$ cat config.mk
export PLATFORM = sky130hd
export DESIGN_NAME = imem_loader_flat
export DESIGN_NICKNAME = d
export VERILOG_FILES = /design/src/rtl/imem_loader_pkg.sv /design/src/rtl/imem_loader_if.sv /design/src/rtl/imem_loader_ram.sv /design/src/rtl/imem_loader.sv /design/src/flat_wrapper.sv
export SDC_FILE = /design/constraint.sdc
export NUM_CORES = 2
export LEC_CHECK = 0
export BUFFER_PORTS_ARGS = -buffer_cell sky130_fd_sc_hd__buf_4
export CAP_MARGIN = 10
export CORE_UTILIZATION = 35
export DETAILED_ROUTE_END_ITERATION = 12
export PLACE_DENSITY = 0.56
export SLEW_MARGIN = 0
export SYNTH_ARGS = -nofsm -noshare
export SYNTH_HDL_FRONTEND = slang
export SYNTH_SLANG_ARGS = --single-unit
export TNS_END_PERCENT = 50
$ cat constraint.sdc
create_clock -name clk -period 10.57 [get_ports clk]
set_input_delay 0.5285 -clock clk [delete_from_list [all_inputs] [get_ports clk]]
set_output_delay 0.5285 -clock clk [all_outputs]
set_load 0.02 [all_outputs]
$ cat src/rtl/imem_loader_pkg.sv
// -----------------------------------------------------------------------------
// imem_loader_pkg
//   Shared ISA definitions for the single-cycle 16-bit CPU and its instruction
//   memory loader: instruction/opcode widths, opcode codes, register codes and
//   the loader FSM state encoding.
// -----------------------------------------------------------------------------
package imem_loader_pkg;

  localparam int ISA_DATA_W = 16;
  localparam int ISA_OP_W   = 5;

  // Opcode field = instr[ISA_DATA_W-1 -: ISA_OP_W]
  localparam logic [ISA_OP_W-1:0] OP_NOP  = 5'b00001;
  localparam logic [ISA_OP_W-1:0] OP_ADDI = 5'b10011;
  localparam logic [ISA_OP_W-1:0] OP_HALT = 5'b11011;

  typedef enum logic [2:0] {
    REG_S0, REG_S1, REG_S2, REG_S3, REG_S4, REG_S5, REG_S6, REG_S7
  } reg_code_e;

  // Loader FSM encoding, kept as plain constants so legacy tooling can
  // display and force state values directly.
  localparam logic [2:0] ST_IDLE   = 3'd0;
  localparam logic [2:0] ST_LOAD   = 3'd1;
  localparam logic [2:0] ST_BOOT   = 3'd2;
  localparam logic [2:0] ST_RUN    = 3'd3;
  localparam logic [2:0] ST_HALTED = 3'd4;

endpackage

$ cat src/rtl/imem_loader_if.sv
// -----------------------------------------------------------------------------
// imem_loader_if
//   Program-load port of the instruction memory loader.
//   ld_start  host -> loader  pulse: begin a load at ld_base
//   ld_base   host -> loader  first write address, sampled with ld_start
//   ld_valid  host -> loader  ld_data is valid
//   ld_ready  loader -> host  word accepted when ld_valid & ld_ready
//   ld_data   host -> loader  instruction word
//   ld_last   host -> loader  marks the final word of the program
// -----------------------------------------------------------------------------
interface imem_loader_if #(
  parameter int ADDR_W = 8,
  parameter int DATA_W = 16
);

  logic              ld_start;
  logic [ADDR_W-1:0] ld_base;
  logic              ld_valid;
  logic              ld_ready;
  logic [DATA_W-1:0] ld_data;
  logic              ld_last;

  modport master (
    output ld_start, ld_base, ld_valid, ld_data, ld_last,
    input  ld_ready
  );

  modport slave (
    input  ld_start, ld_base, ld_valid, ld_data, ld_last,
    output ld_ready
  );

endinterface

$ cat src/rtl/imem_loader_ram.sv
// -----------------------------------------------------------------------------
// imem_loader_ram
//   DEPTH x DATA_W instruction storage: one synchronous write port, one
//   asynchronous read port (the single-cycle CPU needs its instruction in the
//   same cycle the pc is presented).
//   clk      clock, rising edge
//   we_i     write enable
//   waddr_i  write address
//   wdata_i  write data
//   raddr_i  read address
//   rdata_o  mem[raddr_i], combinational
// -----------------------------------------------------------------------------
module imem_loader_ram #(
  parameter int DATA_W = 16,
  parameter int ADDR_W = 8
) (
  input  logic              clk,
  input  logic              we_i,
  input  logic [ADDR_W-1:0] waddr_i,
  input  logic [DATA_W-1:0] wdata_i,
  input  logic [ADDR_W-1:0] raddr_i,
  output logic [DATA_W-1:0] rdata_o
);

  localparam int DEPTH = 1 << ADDR_W;

  logic [DATA_W-1:0] mem_q [DEPTH];

  // NOTE: the array has no reset branch on purpose: a loaded program must
  // survive a reset, and a reset loop over every word would forbid RAM mapping.
  always_ff @(posedge clk) begin
    if (we_i) begin
      mem_q[waddr_i] <= wdata_i;
    end
  end

  assign rdata_o = mem_q[raddr_i];

endmodule

$ cat src/rtl/imem_loader.sv
// -----------------------------------------------------------------------------
// imem_loader
//   Instruction memory with a streaming program-load port and run/halt
//   sequencing for the single-cycle 16-bit CPU.
//   IDLE -> LOAD (ld_start) -> BOOT (accepted ld_last) -> RUN (1 cycle later)
//   -> HALTED (HALT opcode fetched) -> LOAD (ld_start) ...
//   clk        clock, rising edge
//   reset      asynchronous, active-low reset
//   ld_if      program-load port (slave side)
//   pc         CPU fetch address
//   instr      mem[pc] in RUN, 0 otherwise
//   cpu_reset  active-high reset to the CPU; low only in RUN
//   halted     high in HALTED
//   cycle_cnt  CPU cycles executed in the current/last run
//   ld_count   words accepted in the current/last load (saturates at DEPTH)
//   err_ovf    sticky: more than DEPTH words offered in one load
// -----------------------------------------------------------------------------
module imem_loader
  import imem_loader_pkg::*;
#(
  parameter int                DATA_W  = 16,
  parameter int                ADDR_W  = 8,
  parameter int                OP_W    = 5,
  parameter logic [OP_W-1:0]   HALT_OP = OP_HALT,
  parameter int                CNT_W   = 32
) (
  input  logic              clk,
  input  logic              reset,
  imem_loader_if.slave      ld_if,
  input  logic [ADDR_W-1:0] pc,
  output logic [DATA_W-1:0] instr,
  output logic              cpu_reset,
  output logic              halted,
  output logic [CNT_W-1:0]  cycle_cnt,
  output logic [ADDR_W:0]   ld_count,
  output logic              err_ovf
);

  // ld_count value meaning "memory completely filled by this load"
  localparam logic [ADDR_W:0] DEPTH_CNT = {1'b1, {ADDR_W{1'b0}}};

  logic [2:0]        state_q,     state_d;
  logic [ADDR_W-1:0] wr_ptr_q,    wr_ptr_d;
  logic [ADDR_W:0]   ld_count_q,  ld_count_d;
  logic              err_ovf_q,   err_ovf_d;
  logic [CNT_W-1:0]  cycle_cnt_q, cycle_cnt_d;

  logic [DATA_W-1:0] rd_data;
  logic              accept;
  logic              mem_full;
  logic              wr_en;
  logic              halt_hit;

  assign ld_if.ld_ready = (state_q == ST_LOAD);
  assign accept         = ld_if.ld_valid & ld_if.ld_ready;
  assign mem_full       = (ld_count_q == DEPTH_CNT);
  // Once DEPTH words are in, extra words are still handshaken (so the host
  // can reach ld_last) but never written, protecting the start of the program.
  assign wr_en          = accept & ~mem_full;
  assign halt_hit       = (state_q == ST_RUN) &&
                          (rd_data[DATA_W-1 -: OP_W] == HALT_OP);

  imem_loader_ram #(
    .DATA_W (DATA_W),
    .ADDR_W (ADDR_W)
  ) u_ram (
    .clk     (clk),
    .we_i    (wr_en),
    .waddr_i (wr_ptr_q),
    .wdata_i (ld_if.ld_data),
    .raddr_i (pc),
    .rdata_o (rd_data)
  );

  // NOTE: every next-state variable gets its hold value first, so no path
  // through the case statement leaves one unassigned and infers a latch.
  always_comb begin
    state_d     = state_q;
    wr_ptr_d    = wr_ptr_q;
    ld_count_d  = ld_count_q;
    err_ovf_d   = err_ovf_q;
    cycle_cnt_d = cycle_cnt_q;

    case (state_q)
      ST_IDLE, ST_HALTED: begin
        if (ld_if.ld_start) begin
          state_d    = ST_LOAD;
          wr_ptr_d   = ld_if.ld_base;
          ld_count_d = '0;
          err_ovf_d  = 1'b0;
        end
      end

      ST_LOAD: begin
        if (accept) begin
          if (mem_full) begin
            err_ovf_d = 1'b1;
          end else begin
            wr_ptr_d   = wr_ptr_q + 1'b1;
            ld_count_d = ld_count_q + 1'b1;
          end
          if (ld_if.ld_last) begin
            state_d = ST_BOOT;
          end
        end
      end

      // One cycle with cpu_reset high and the new program already in memory.
      ST_BOOT: begin
        cycle_cnt_d = '0;
        state_d     = ST_RUN;
      end

      // The HALT cycle itself is counted; HALTED then freezes the counter.
      ST_RUN: begin
        cycle_cnt_d = cycle_cnt_q + 1'b1;
        if (halt_hit) begin
          state_d = ST_HALTED;
        end
      end

      default: state_d = ST_IDLE;
    endcase
  end

  // NOTE: state registers use non-blocking assignments so every flop samples
  // the values from before the edge, independent of block ordering.
  always_ff @(posedge clk or negedge reset) begin
    if (!reset) begin
      state_q     <= ST_IDLE;
      wr_ptr_q    <= '0;
      ld_count_q  <= '0;
      err_ovf_q   <= 1'b0;
      cycle_cnt_q <= '0;
    end else begin
      state_q     <= state_d;
      wr_ptr_q    <= wr_ptr_d;
      ld_count_q  <= ld_count_d;
      err_ovf_q   <= err_ovf_d;
      cycle_cnt_q <= cycle_cnt_d;
    end
  end

  assign instr     = (state_q == ST_RUN) ? rd_data : '0;
  assign cpu_reset = (state_q != ST_RUN);
  assign halted    = (state_q == ST_HALTED);
  assign cycle_cnt = cycle_cnt_q;
  assign ld_count  = ld_count_q;
  assign err_ovf   = err_ovf_q;

endmodule
$ cat src/flat_wrapper.sv
// flat-port wrapper written by rule: the top's interface ports become plain ports
module imem_loader_flat import imem_loader_pkg::*;
#(
  parameter int                DATA_W  = 16,
  parameter int                ADDR_W  = 8,
  parameter int                OP_W    = 5,
  parameter logic [OP_W-1:0]   HALT_OP = OP_HALT,
  parameter int                CNT_W   = 32
)
  (clk, reset, pc, instr, cpu_reset, halted, cycle_cnt, ld_count, err_ovf, ld_if_ld_start, ld_if_ld_base, ld_if_ld_valid, ld_if_ld_data, ld_if_ld_last, ld_if_ld_ready);
  imem_loader_if #(.ADDR_W(ADDR_W), .DATA_W(DATA_W)) ld_if_i ();
  input  logic clk;
  input  logic reset;
  input  logic [ADDR_W-1:0] pc;
  output logic [DATA_W-1:0] instr;
  output logic cpu_reset;
  output logic halted;
  output logic [CNT_W-1:0] cycle_cnt;
  output logic [ADDR_W:0] ld_count;
  output logic err_ovf;
  input wire logic [$bits(ld_if_i.ld_start)-1:0] ld_if_ld_start;
  input wire logic [$bits(ld_if_i.ld_base)-1:0] ld_if_ld_base;
  input wire logic [$bits(ld_if_i.ld_valid)-1:0] ld_if_ld_valid;
  input wire logic [$bits(ld_if_i.ld_data)-1:0] ld_if_ld_data;
  input wire logic [$bits(ld_if_i.ld_last)-1:0] ld_if_ld_last;
  output wire logic [$bits(ld_if_i.ld_ready)-1:0] ld_if_ld_ready;
  assign ld_if_i.ld_start = ld_if_ld_start;
  assign ld_if_i.ld_base = ld_if_ld_base;
  assign ld_if_i.ld_valid = ld_if_ld_valid;
  assign ld_if_i.ld_data = ld_if_ld_data;
  assign ld_if_i.ld_last = ld_if_ld_last;
  assign ld_if_ld_ready = ld_if_i.ld_ready;
  imem_loader #(.DATA_W(DATA_W), .ADDR_W(ADDR_W), .OP_W(OP_W), .HALT_OP(HALT_OP), .CNT_W(CNT_W)) u_core (.clk(clk), .reset(reset), .ld_if(ld_if_i), .pc(pc), .instr(instr), .cpu_reset(cpu_reset), .halted(halted), .cycle_cnt(cycle_cnt), .ld_count(ld_count), .err_ovf(err_ovf));
endmodule
==> impl_metrics.ini <==
[synth]
avgSynthCellArea_sq_um = 23.5
ys_seq_area_share_pct = 77.9
synth.most_common_cell = edfxtp_1
ys_types = 56
synthesis.area_sq_um = 160000
synth_commonest_cells = 4096 x edfxtp_1, 1226 x mux4_2, 334 x nor2_1
synth_top_area_share_pct = 77.1
ys_top_cells_by_area = edfxtp_1 77%, mux4_2 17%, dfrtp_1 0.83%, nor2_1 0.79%, clkbuf_1 0.46%
synthCells = 6804
yosys.area.top_type = edfxtp_1
synth_edf_count = 4096
synth.yosys.warnings = 0
synth_seq_cells = 4149
synth-main-ff-cell = edfxtp_1
async_reset_ff_share_pct = 1.28
syn_nets = 6848

[place]
dp_cells = 12900
gp_congestion = 0.813
io_buffers = 97
hpwlAfterDp_um = 262000

[routing]
wl_um = 451000
detail_route.iter0.violations = 9586
ant_nets = 0
post-route-drc-count = 0
viasPerCell = 5.60
vias = 76600
wire_per_inst_um = 33.0
dr.pass1.iters = 6

[floorplan]
core_sq_um = 453000
die_w_um = 677
start_util_pct = 35.2
die_y_um = 677
die_area_sq_um = 459000
rows = 247
io_pins = 98

[worst_hold_path]
min_path_type = in2reg

[finish]
layout-drive-gt1-share_pct = 31.5
final_net_count = 7386
syn_to_final_growth_pct = 15.1
instances_no_fill = 13700

[timing]
relSlewSlack_pct = 13.0
finalCritPeriodShare_pct = 59.6
rsz0062_at_grt = false
drv_slew = 0
hold_viol_final = 0
fmaxAchievable_mhz = 159
holdWs_ns = 0.0789
tightest_slew_ns = 1.31
setup_tns_ns = 0
skew_ns = 0.0552
setup_viol = 0
finalCriticalPeriod_ns = 6.30

[global_routing]
grt_pass1_vias = 77100
grt_pass1_wl_um = 625000
grtUsageTotal_pct = 19.2
use_met3_pct = 3.18
grt_use_met1_pct = 26.2
grt-busiest-layer = met2
grt_antenna_before_repair = 21
grt-ovfl-total = 0
grt_max_degree = 157
groute.layer.met2.usage_pct = 31.8

[critical_path]
critPathKind = in2out
cp.required_ns = 10.04
crit_path_end_kind = output port
cp_max_fo = 87
arrival_ns = 5.77
startpoint_type = input pin

[power_and_ir_drop]
p_per_area_nw_per_um2 = 194
p_total_mw = 35.7
leakage_nw = 56.7
peakVddDrop_mv = 0.137

[clock_tree]
cts_tree = built
clk_pin_slew_ns = 0.06
postCtsSetupBuffers = 0
clockBufferDepth = 4
numCtsBuffers = 422
h-tree-depth = 5
cts_resized = 0
cts_num_sinks = 4149
clock-root-buffer = clkbuf_16
insertion_delay_ns = 1.00

[flow_run]
cap_viol_max_count = 0

[status]
outcome = completed
-- flip-flops by register name, summed over array words and instances (netlist names) --
register	cells
u_core.err_ovf	1
u_core.u_ram.mem_q	4096
u_core.ld_count	9
u_core.wr_ptr_q	8
u_core.state_q	3
u_core.cycle_cnt	32
-- final cells by class --
| type | instances | area (sq um) |
|---|---|---|
| antenna | 8 | 20.0 |
| clock buffer | 504 | 11000 |
| clock inverter | 278 | 2770 |
| fill | 39000 | 270000 |
| inverter | 18 | 70.1 |
| multi-input combinational | 2264 | 33900 |
| sequential | 4149 | 124000 |
| tap | 5976 | 7480 |
| timing repair buffer | 487 | 4120 |
-- cells by family after synthesis --
logic type                 Yosys count  share of synthesized area (%)
buffers and inverters              391                           1.05
xor gates and xnor gates            32                          0.176
muxes                             1335                           18.0
and+or+nand+nor                    656                           1.80
adders and majority gates            7                         0.0549
DFF                               4149                           77.9
AOI/OAI and AO/OA                  234                           1.02
-- power breakdown --
group	switching (mW)	internal, mW
combinational	1.72	0.796
clock	6.41	8.52
sequential	0.0824	18.1
-- worst max-delay path, cell delays in order --
cell       delay [ns]
buf_16           0.42
buf_4            0.53
buf_12           0.51
mux4_2           0.62
mux4_2           0.53
o2111ai_1        0.66
o2111ai_1        0.43
o32ai_2          0.80
nor2_1           0.10
buf_4            0.21
-- per-stage QoR --
| stage | area (sq um) | setup slack (ns) | utilization [%] |
|---|---|---|---|
| 3_5_place_dp | 170000 | 4.13 | 37.4 |
| 6_report | 184000 | 4.27 | 40.5 |
| 3_3_place_gp | 170000 | 4.11 | 37.4 |
| 5_1_grt | 184000 | 4.12 | 40.5 |
| 2_1_floorplan | 160000 | 6.50 | - |
| 4_1_cts | 184000 | 4.12 | 40.5 |
-- per-layer routing --
layer  wire, um  vias up  share of wire, %
li1           -    30200                 -
met1     183000    42500                41
met2     220000     3257                49
met3      32500      656               7.2
met4      15100        6               3.3
met5         41        -            0.0091
-- what timing repair did --
action / in CTS / in global routing
hold endpoints to repair: 96 / 0
hold buffers: 14 / 0
setup endpoints to repair: 0 / 0
-- worst paths after layout --
kind,start,to,slack [ns],cells past startpoint
hold / removal,ld_if_ld_data[13],u_core.u_ram.mem_q[171][13],0.08,1
setup reg to reg,u_core.state_q[0],u_core.u_ram.mem_q[251][6],4.90,9
min in group asynchronous,reset,u_core.cycle_cnt[30],0.20,2
max in group asynchronous,reset,u_core.wr_ptr_q[2],9.88,2
setup / recovery,pc[0],instr[12],4.27,10
hold reg to reg,u_core.state_q[2],u_core.state_q[1],0.51,1
-- cells in the final DEF (no fill, tap or decap), types with 15 or more instances in the layout --
cell type	n
nor2b_1	29
mux2i_1	63
xor2_1	23
a22o_1	15
clkinvlp_4	21
clkinv_2	76
mux2_2	46
clkbuf_16	427
nor2_4	21
a21oi_1	38
clkinv_1	107
a221oi_1	15
edfxtp_1	4096
buf_4	430
clkbuf_8	16
clkbuf_1	77
a22oi_1	38
o21ai_0	30
mux4_2	1226
nor2_1	278
nand3_1	49
bufinv_16	45
dfrtp_1	53
nand2_1	133
and3_1	20
buf_12	19
o22ai_1	31
nor2_2	35
No activity file was read; power rests on OpenSTA's default activity.
